<file path="config.mk">
export PLATFORM = sky130hd
export DESIGN_NAME = modcounter_gen
export DESIGN_NICKNAME = d
export VERILOG_FILES = /design/src/rtl/modcounter_pkg.sv /design/src/rtl/modcounter_thermo.sv /design/src/rtl/modcounter_gen.sv
export SDC_FILE = /design/constraint.sdc
export NUM_CORES = 1
export LEC_CHECK = 0
export BUFFER_PORTS_ARGS = -buffer_cell sky130_fd_sc_hd__buf_2
export CAP_MARGIN = 40
export CELL_PAD_IN_SITES_DETAIL_PLACEMENT = 0
export CELL_PAD_IN_SITES_GLOBAL_PLACEMENT = 1
export CORE_UTILIZATION = 39
export DETAILED_ROUTE_END_ITERATION = 10
export GPL_TIMING_DRIVEN = 0
export PLACE_DENSITY = 0.9
export SLEW_MARGIN = 25
export SYNTH_ARGS = -nofsm -noshare
export SYNTH_HDL_FRONTEND = slang
export SYNTH_SLANG_ARGS = --single-unit
</file>
<file path="constraint.sdc">
create_clock -name clk -period 3.5 [get_ports clk]
set_input_delay 0.175 -clock clk [delete_from_list [all_inputs] [get_ports clk]]
set_output_delay 0.175 -clock clk [all_outputs]
set_load 0.02 [all_outputs]
</file>
<file path="src/rtl/modcounter_pkg.sv">
// -----------------------------------------------------------------------------
// modcounter_pkg
// Shared constants for the multi-mode modulo counter family.
//   MODE_*      : encodings of the 3-bit mode input
//   ST_UP/DOWN  : bounce-direction states; they double as the dir output value
// -----------------------------------------------------------------------------
package modcounter_pkg;

  localparam logic [2:0] MODE_UP     = 3'd0;
  localparam logic [2:0] MODE_DOWN   = 3'd1;
  localparam logic [2:0] MODE_BOUNCE = 3'd2;
  localparam logic [2:0] MODE_LOAD   = 3'd3;
  localparam logic [2:0] MODE_HOLD   = 3'd4;
  localparam logic [2:0] MODE_UPSAT  = 3'd5;
  localparam logic [2:0] MODE_DNSAT  = 3'd6;

  localparam logic ST_UP   = 1'b0;
  localparam logic ST_DOWN = 1'b1;

endpackage

</file>
<file path="src/rtl/modcounter_thermo.sv">
// -----------------------------------------------------------------------------
// modcounter_thermo
// Thermometer view of a counter value: bit i is set when i < count, so a count
// of 0 gives all zeros. Purely combinational.
//   i_count  in  WIDTH    counter value
//   o_thermo out MODULUS  thermometer code
// -----------------------------------------------------------------------------
module modcounter_thermo
  import modcounter_pkg::*;
#(
  parameter int WIDTH   = 8,
  parameter int MODULUS = 200
) (
  input  logic [WIDTH-1:0]   i_count,
  output logic [MODULUS-1:0] o_thermo
);

  for (genvar i = 0; i < MODULUS; i++) begin : g_bit
    assign o_thermo[i] = (i_count > WIDTH'(i));
  end

endmodule

</file>
<file path="src/rtl/modcounter_gen.sv">
// -----------------------------------------------------------------------------
// modcounter_gen
// Parametrised multi-mode modulo counter (range 0..MODULUS-1) with programmable
// step, wrap/saturate/bounce/load modes, wrap and load-error pulses and a
// terminal-count flag.
//   clk       in   1        clock, all state on posedge
//   rst       in   1        synchronous active-high reset (priority over en)
//   en        in   1        count enable; 0 freezes count/dir
//   mode      in   3        0 up-wrap,1 down-wrap,2 bounce,3 load,4/7 hold,
//                           5 up-sat,6 down-sat
//   step      in   STEP_W   increment per enabled cycle (clamped to MODULUS-1)
//   load_val  in   WIDTH    value loaded in mode 3
//   count     out  WIDTH    registered count
//   dir       out  1        registered bounce direction (0 up, 1 down)
//   wrap      out  1        registered pulse on wrap / bounce reversal
//   tc        out  1        combinational terminal count for the current mode
//   load_err  out  1        registered pulse when load_val >= MODULUS
//   thermo    out  MODULUS  thermometer view of count (only when the macro
//                           MODCNT_THERMO_EN is defined)
// -----------------------------------------------------------------------------
module modcounter_gen
  import modcounter_pkg::*;
#(
  parameter int WIDTH   = 8,
  parameter int MODULUS = 200,
  parameter int STEP_W  = 4
) (
  input  logic              clk,
  input  logic              rst,
  input  logic              en,
  input  logic [2:0]        mode,
  input  logic [STEP_W-1:0] step,
  input  logic [WIDTH-1:0]  load_val,
  output logic [WIDTH-1:0]  count,
  output logic              dir,
  output logic              wrap,
  output logic              tc,
  output logic              load_err
`ifdef MODCNT_THERMO_EN
  ,
  output logic [MODULUS-1:0] thermo
`endif
);

  // Two guard bits keep count+step and count+MODULUS free of overflow.
  localparam int IW = WIDTH + 2;
  localparam int XW = (STEP_W > IW) ? STEP_W : IW;
  localparam logic [IW-1:0] MOD_I = IW'(MODULUS);
  localparam logic [IW-1:0] MAX_I = IW'(MODULUS - 1);
  localparam logic [XW-1:0] MAX_X = XW'(MODULUS - 1);

  logic [WIDTH-1:0] r_count;
  logic             r_dir;
  logic             r_wrap;
  logic             r_load_err;

  logic [IW-1:0]    w_cur;
  logic [XW-1:0]    w_step_x;
  logic [IW-1:0]    w_s;
  logic [IW-1:0]    w_sum;
  logic [IW-1:0]    w_load_x;
  logic [IW-1:0]    w_count_nxt;
  logic             w_dir_nxt;
  logic             w_wrap_nxt;
  logic             w_load_err_nxt;

  function automatic logic [IW-1:0] f_sat_up(input logic [IW-1:0] cur,
                                             input logic [IW-1:0] s);
    logic [IW-1:0] t;
    t = cur + s;
    return (t > MAX_I) ? MAX_I : t;
  endfunction

  function automatic logic [IW-1:0] f_sat_dn(input logic [IW-1:0] cur,
                                             input logic [IW-1:0] s);
    return (cur > s) ? (cur - s) : '0;
  endfunction

  // An out-of-range count is treated as MODULUS-1 for all arithmetic.
  assign w_cur    = (IW'(r_count) > MAX_I) ? MAX_I : IW'(r_count);
  assign w_step_x = XW'(step);
  assign w_s      = (w_step_x > MAX_X) ? MAX_I : IW'(w_step_x);
  assign w_sum    = w_cur + w_s;
  assign w_load_x = IW'(load_val);

  // ---- state register ----
  always_ff @(posedge clk) begin
    if (rst) begin
      r_count    <= '0;
      r_dir      <= ST_UP;
      r_wrap     <= 1'b0;
      r_load_err <= 1'b0;
    end else begin
      r_count    <= WIDTH'(w_count_nxt);
      r_dir      <= w_dir_nxt;
      r_wrap     <= w_wrap_nxt;
      r_load_err <= w_load_err_nxt;
    end
  end

  // ---- next-state logic ----
  always_comb begin
    w_count_nxt    = IW'(r_count);
    w_dir_nxt      = r_dir;
    w_wrap_nxt     = 1'b0;
    w_load_err_nxt = 1'b0;
    if (en) begin
      // Every mode except bounce parks the FSM in UP, so re-entering bounce
      // always starts upward.
      w_dir_nxt = ST_UP;
      case (mode)
        MODE_UP: begin
          if (w_s != '0) begin
            if (w_sum >= MOD_I) begin
              w_count_nxt = w_sum - MOD_I;
              w_wrap_nxt  = 1'b1;
            end else begin
              w_count_nxt = w_sum;
            end
          end
        end
        MODE_DOWN: begin
          if (w_s != '0) begin
            if (w_cur < w_s) begin
              w_count_nxt = w_cur + MOD_I - w_s;
              w_wrap_nxt  = 1'b1;
            end else begin
              w_count_nxt = w_cur - w_s;
            end
          end
        end
        MODE_BOUNCE: begin
          w_dir_nxt = r_dir;
          if (w_s != '0) begin
            if (r_dir == ST_UP) begin
              if (w_sum >= MAX_I) begin
                w_count_nxt = MAX_I;
                w_dir_nxt   = ST_DOWN;
                w_wrap_nxt  = 1'b1;
              end else begin
                w_count_nxt = w_sum;
              end
            end else begin
              if (w_cur <= w_s) begin
                w_count_nxt = '0;
                w_dir_nxt   = ST_UP;
                w_wrap_nxt  = 1'b1;
              end else begin
                w_count_nxt = w_cur - w_s;
              end
            end
          end
        end
        MODE_LOAD: begin
          if (w_load_x < MOD_I) begin
            w_count_nxt = w_load_x;
          end else begin
            w_count_nxt    = MAX_I;
            w_load_err_nxt = 1'b1;
          end
        end
        MODE_UPSAT: begin
          if (w_s != '0) w_count_nxt = f_sat_up(w_cur, w_s);
        end
        MODE_DNSAT: begin
          if (w_s != '0) w_count_nxt = f_sat_dn(w_cur, w_s);
        end
        MODE_HOLD: begin
          w_count_nxt = IW'(r_count);
        end
        default: begin
          w_count_nxt = IW'(r_count);
        end
      endcase
    end
  end

  // ---- output decode ----
  always_comb begin
    tc = 1'b0;
    case (mode)
      MODE_UP, MODE_UPSAT:   tc = (r_count == WIDTH'(MODULUS - 1));
      MODE_DOWN, MODE_DNSAT: tc = (r_count == '0);
      MODE_BOUNCE:           tc = (r_dir == ST_UP) ? (r_count == WIDTH'(MODULUS - 1))
                                                   : (r_count == '0);
      default:               tc = 1'b0;
    endcase
  end

  assign count    = r_count;
  assign dir      = r_dir;
  assign wrap     = r_wrap;
  assign load_err = r_load_err;

`ifdef MODCNT_THERMO_EN
  modcounter_thermo #(
    .WIDTH   (WIDTH),
    .MODULUS (MODULUS)
  ) u_thermo (
    .i_count  (r_count),
    .o_thermo (thermo)
  );
`endif

endmodule

</file>
* Yosys cells after proc, flatten, opt, wreduce, memory -nomap -nowiden *
Index checks and enable logic that the tools add are counted.

storage, ports and cells
  flip-flop bits (word level) = 11
  bits of input ports = 18
  output and inout bits = 12
  word-level logic and storage cells = 73

operators by class
  add/sub/neg operators = 5
  $lt $le $gt $ge = 9
  eq/ne operators = 11
  mux-type cells = 32
  bitwise gates (word level) = 2
  reduce and logical (&&, ||, !) cells = 10

operators by type and width
  cell                                                                count
  two-way mux 8 bit                                                   15
  case mux 8 bit (6 select lines)                                     1
  greater-or-equal comparator 9 x 8 -> 1 bit (second input constant)  2
  subtractor 8 bit                                                    2
  two-way mux 1 bit                                                   14
  inequality test 2 bit (second input constant)                       5
  nonzero test 10 bit                                                 1
  adder 8 x 8 -> 9 bit                                                1
  greater-than comparator 9 x 8 -> 1 bit (second input constant)      1
  adder 8 bit (second input constant)                                 1
  equality test 8 bit (second input constant)                         1
  greater-than comparator 4 x 8 -> 1 bit (second input constant)      1
  greater-than comparator 8 bit                                       1
  greater-than comparator 8 bit (second input constant)               1
  less-or-equal comparator 8 bit                                      1
  zero test 8 bit                                                     1
  < comparator 8 bit                                                  1
  < comparator 8 bit (second input constant)                          1
  subtractor 8 bit (second input constant)                            1
  AND reduction 7 bit                                                 1
  equality test 3 x 2 -> 1 bit (second input constant)                2
  equality test 3 bit (second input constant)                         2
  case mux 1 bit (3 select lines)                                     2
  nonzero test 6 bit                                                  1
  other kinds (6)                                                     9

* Logic depth before layout (Yosys ltp) *
  word-level depth = 8
  depth in mapped cells = 16

* Worst setup path before layout *
OpenSTA, ideal clock, no wires.

  path kind = reg-to-reg
  start point = reg r_count[4] (netlist: count[4])
  end point = reg r_count[0] (netlist: count[0])
  arrival time = 3300 ps
  setup slack = 64 ps
  cell stages (with the launch flop) = 16
  buffers on the path = 1
  cells stage by stage = dfxtp_1 > nor3_1 > nor2_1 > or2_2 > ha_1 > buf_2 > nor2_2 > o21ai_1 > xnor2_2 > inv_2 > ha_1 > and2_1 > a31oi_1 > a22oi_1 > a2111oi_1 > a311oi_1

between the ends
  cells in the longest elaborated chain, start to end = 8

RTL lines
  what                                        line                                        source
  from (decl)                                 modcounter_gen.sv:52                        logic [WIDTH-1:0] r_count;
  from (signal assigned)                      modcounter_gen.sv:94                        r_count <= WIDTH'(w_count_nxt);
  greater-than comparator 8 bit               modcounter_gen.sv:80                        assign w_cur = (IW'(r_count) > MAX_I) ? MAX_I : IW'(r_count);
  two-way mux 8 bit (*)                       modcounter_gen.sv:80
  adder 8 x 8 -> 9 bit                        modcounter_gen.sv:70, modcounter_gen.sv:83
  greater-or-equal comparator 9 x 8 -> 1 bit  modcounter_gen.sv:136                       if (w_sum >= MAX_I) begin
  two-way mux 8 bit                           modcounter_gen.sv:136
  two-way mux 8 bit                           modcounter_gen.sv:135                       if (r_dir == ST_UP) begin
  two-way mux 8 bit                           modcounter_gen.sv:134                       if (w_s != '0) begin
  case mux 8 bit (6 select lines) (*)         modcounter_gen.sv:111                       case (mode)

Mark *: on every way between the ends. The rest lies on a longest branch, timed or not. The select of a mux whose other input is x is not followed.
A chain may end at the register's enable or synchronous reset.

* Worst setup path in the final report *
  start point = reg r_count[6] (netlist: count[6])
  end point = reg r_count[0] (netlist: count[0])

Same word-level chain as after synthesis.

==> results_dict.tcl <==
set metrics [dict create \
    setup_viol 0 \
    path_max_fanout 6 \
    core-area_sq_um 5890 \
    clock-skew-final_ns 0.00563 \
    finalNetCount 412 \
    overflow 0 \
    dr.pass1.iters 5 \
    critPathSlowestCell "fa_1" \
    fin_util_pct 48.3 \
    clk_latency_ns 0.24 \
    die-area_sq_um 6400 \
    htree_levels 1 \
    yosysSeqAreaShare_pct 9.29 \
    synth_compound_area_share_pct 34.0 \
    period_minus_slack_ns 3.35 \
    wl_per_cell_um 19.1 \
    routed_via_density 6.39 \
    synth_top_family_by_area "compound AO/OA/AOI/OAI gates" \
    muxShareOfSynthArea_pct 2.27 \
    wl_mm 8.46 \
    post_dp_cell_area_sq_um 2610 \
    hold_start "en" \
    critPathMaxStageDelay_ns 0.47 \
    vias 2829 \
    final_max_slew_viol_count 0 \
    syn_nets 370 \
    hold_slack_ns 0.218 \
    gr-usage-all-layers_pct 26.6 \
    grt_pass1_vias 2509 \
    cts_tree "built" \
    crit_chain "nand2_2 > nor2_4 > or2_2 > inv_1 > ha_1 > fa_1 > nand4b_1 > and4_4 > or2_2 > a311oi_1 > a2111oi_4 > a311oi_1" \
    diodes 0 \
    grt_antenna_before_repair 0 \
    power_frac_clock_pct 13.1 \
    power_density_nw_per_um2 339 \
    cp_data_arrival_time_ns 3.49 \
    p_seq_share_pct 16.6 \
    criticalPathCategory "flip-flop to flip-flop" \
    irDropWorstVdd_v 0.000226 \
    yosysWarnings 0 \
    power_mw 0.965 \
    drc 0 \
    synthAdderAreaFrac_pct 14.8 \
    required_ns 3.64 \
    drive_above_1_share_pct 24.5 \
    place_congestion 0.975 \
    rsz0062_at_grt "no" \
    syn_area_sq_um 2370 \
    rows 28 \
    grt_pass1_wl_mm 13.0 \
    hold_viol 0 \
    most-common-layout-cells "35 x buf_2, 26 x nor2_1, 25 x inv_1" \
    min_path_type "primary input to flip-flop" \
    preCtsSetupSlack_ns -0.703 \
    ys_types 72 \
    start_util_pct 40.3 \
    numClockSinks 11 \
    fmax_mhz 299 \
    ios 30 \
    dp_hpwl_mm 6.74 \
    die_x_um 80.0 \
    crit_start "count[6]" \
    p_int_mw 0.489 \
    layout_setup_ws_ns 0.154 \
    fillers 609 \
    final_common_cell "buf_2" \
    power_frac_comb_pct 70.3 \
    drt_iter0_drc 242 \
    multi_input_area_sq_um 2090 \
    end_kind "flip-flop" \
    root_buffer "clkbuf_8" \
    worst_pin_slew_ns 0.841 \
    synth_area_per_cell_sq_um 7.25 \
    async_flop_share_pct 0 \
    ant_nets 0 \
    register_area_sq_um 228 \
    grt_max_degree 11 \
    start_kind "flip-flop" \
    swShare_pct 49.3 \
    numCtsBuffers 3 \
    final.period_utilization_pct 95.6 \
    switching_power_mw 0.476 \
    synth_edf_count 0 \
    design_area_sq_um 2840 \
    clk_pin_slew_ns 0.05 \
    leakage_nw 1.17 \
    drv_cap 0 \
    synth-simple-area-share_pct 27.8 \
    synth-seq-cells 11 \
    status "finished, final reports clean" \
    cts_hold_buf 0 \
    clk_path_buf_depth 2 \
    syn_to_final_growth_pct 19.9 \
    io_buffers 29 \
    dieHeight_um 80.0 \
    relSlewSlack_pct 43.9 \
    synth-main-ff-cell "dfxtp_1" \
    rr_startpoint "count[6]" \
    synth_xor_xnor_area_share_pct 4.38 \
    syn_inst 327 \
]
[layout make-up]
| type | instances | share of cell area, % |
|---|---|---|
| Multi-Input combinational cell | 274 | 73.5 |
| Sequential cell | 11 | 8.01 |
| Timing Repair Buffer | 37 | 7.22 |
| Inverter | 27 | 3.65 |
| Tap cell | 75 | 3.30 |
| Buffer | 15 | 2.77 |
| Clock buffer | 4 | 1.58 |
[layer usage]
metal | wire [um] | global-route usage [%]
met5 | 0 | 0
met4 | 447 | 14.1
met3 | 755 | 2.29
met2 | 3660 | 42.1
met1 | 3600 | 35.6
[worst paths after layout]
path	depth (start not counted)	slack [ns]	to
hold / removal	2	0.22	dir
setup reg to reg	12	0.15	count[0]
hold reg to reg	2	0.58	count[4]
setup / recovery	12	0.15	count[0]
[state kept, by name, indices dropped and copies added (netlist names)]
register	count
wrap	1
count	8
load_err	1
dir	1
[Yosys cell counts (4+ instances only)]
cell type	count	share of area [%]
nor2_1	27	4.3
o22ai_1	5	1.3
or3_1	6	1.6
a311oi_1	6	2.2
inv_1	25	4.0
buf_2	8	1.7
nand3_1	11	2.3
nand2_1	21	3.3
a211oi_1	8	2.5
o21ai_0	18	3.8
and3_1	7	1.8
o211ai_1	5	1.6
a21oi_1	12	2.5
a31oi_1	7	1.8
nand2b_1	5	1.3
or2_2	7	1.8
a21o_1	4	1.3
xnor2_1	7	2.6
nor2b_1	8	2.1
fa_1	5	4.2
and2_1	5	1.3
nand4_1	4	1.1
nor3_1	8	1.7
dfxtp_1	11	9.3
clkbuf_1	6	0.95
ha_1	20	11
[cells by family after synthesis]
| group | Yosys count |
|---|---|
| AND/OR/NAND/NOR | 125 |
| AO/OA/AOI/OAI | 109 |
| buffers and inverters | 42 |
| adder cells (fa/ha/maj) | 25 |
| XOR/XNOR | 11 |
| flip-flops | 11 |
| multiplexers | 4 |
[worst max-delay path: cells and delay by family, from the launching register on]
family	cells	cell delay (ns)
compound gates	3	0.82
fa+ha+maj	2	0.69
buf+inv	1	0.04
flops	1	0.39
simple gates	6	1.31
[through the flow]
stage | instances | TNS [ns]
after floorplan | 327 | 0
after CTS | 440 | 0
after global routing | 443 | 0
after detailed placement | 431 | -3.88
after global placement | 431 | -3.72
final | 443 | 0
[repair_timing]
item | 4_1_cts | 5_1_grt
pin swaps | 5 | 9
gates resized for setup | 18 | 11
setup endpoints to repair | 10 | 7
buffers inserted | 5 | 3
[power by group through the flow]
stage | registers [mW] | logic [mW] | clock network, mW
floorplan | 0.163 | 0.412 | 0
global route | 0.161 | 0.729 | 0.134
finish | 0.160 | 0.679 | 0.126
CTS | 0.158 | 0.635 | 0.127
global placement | 0.157 | 0.573 | 0
detailed placement | 0.157 | 0.581 | 0
(Power assumes the default switching activity.)
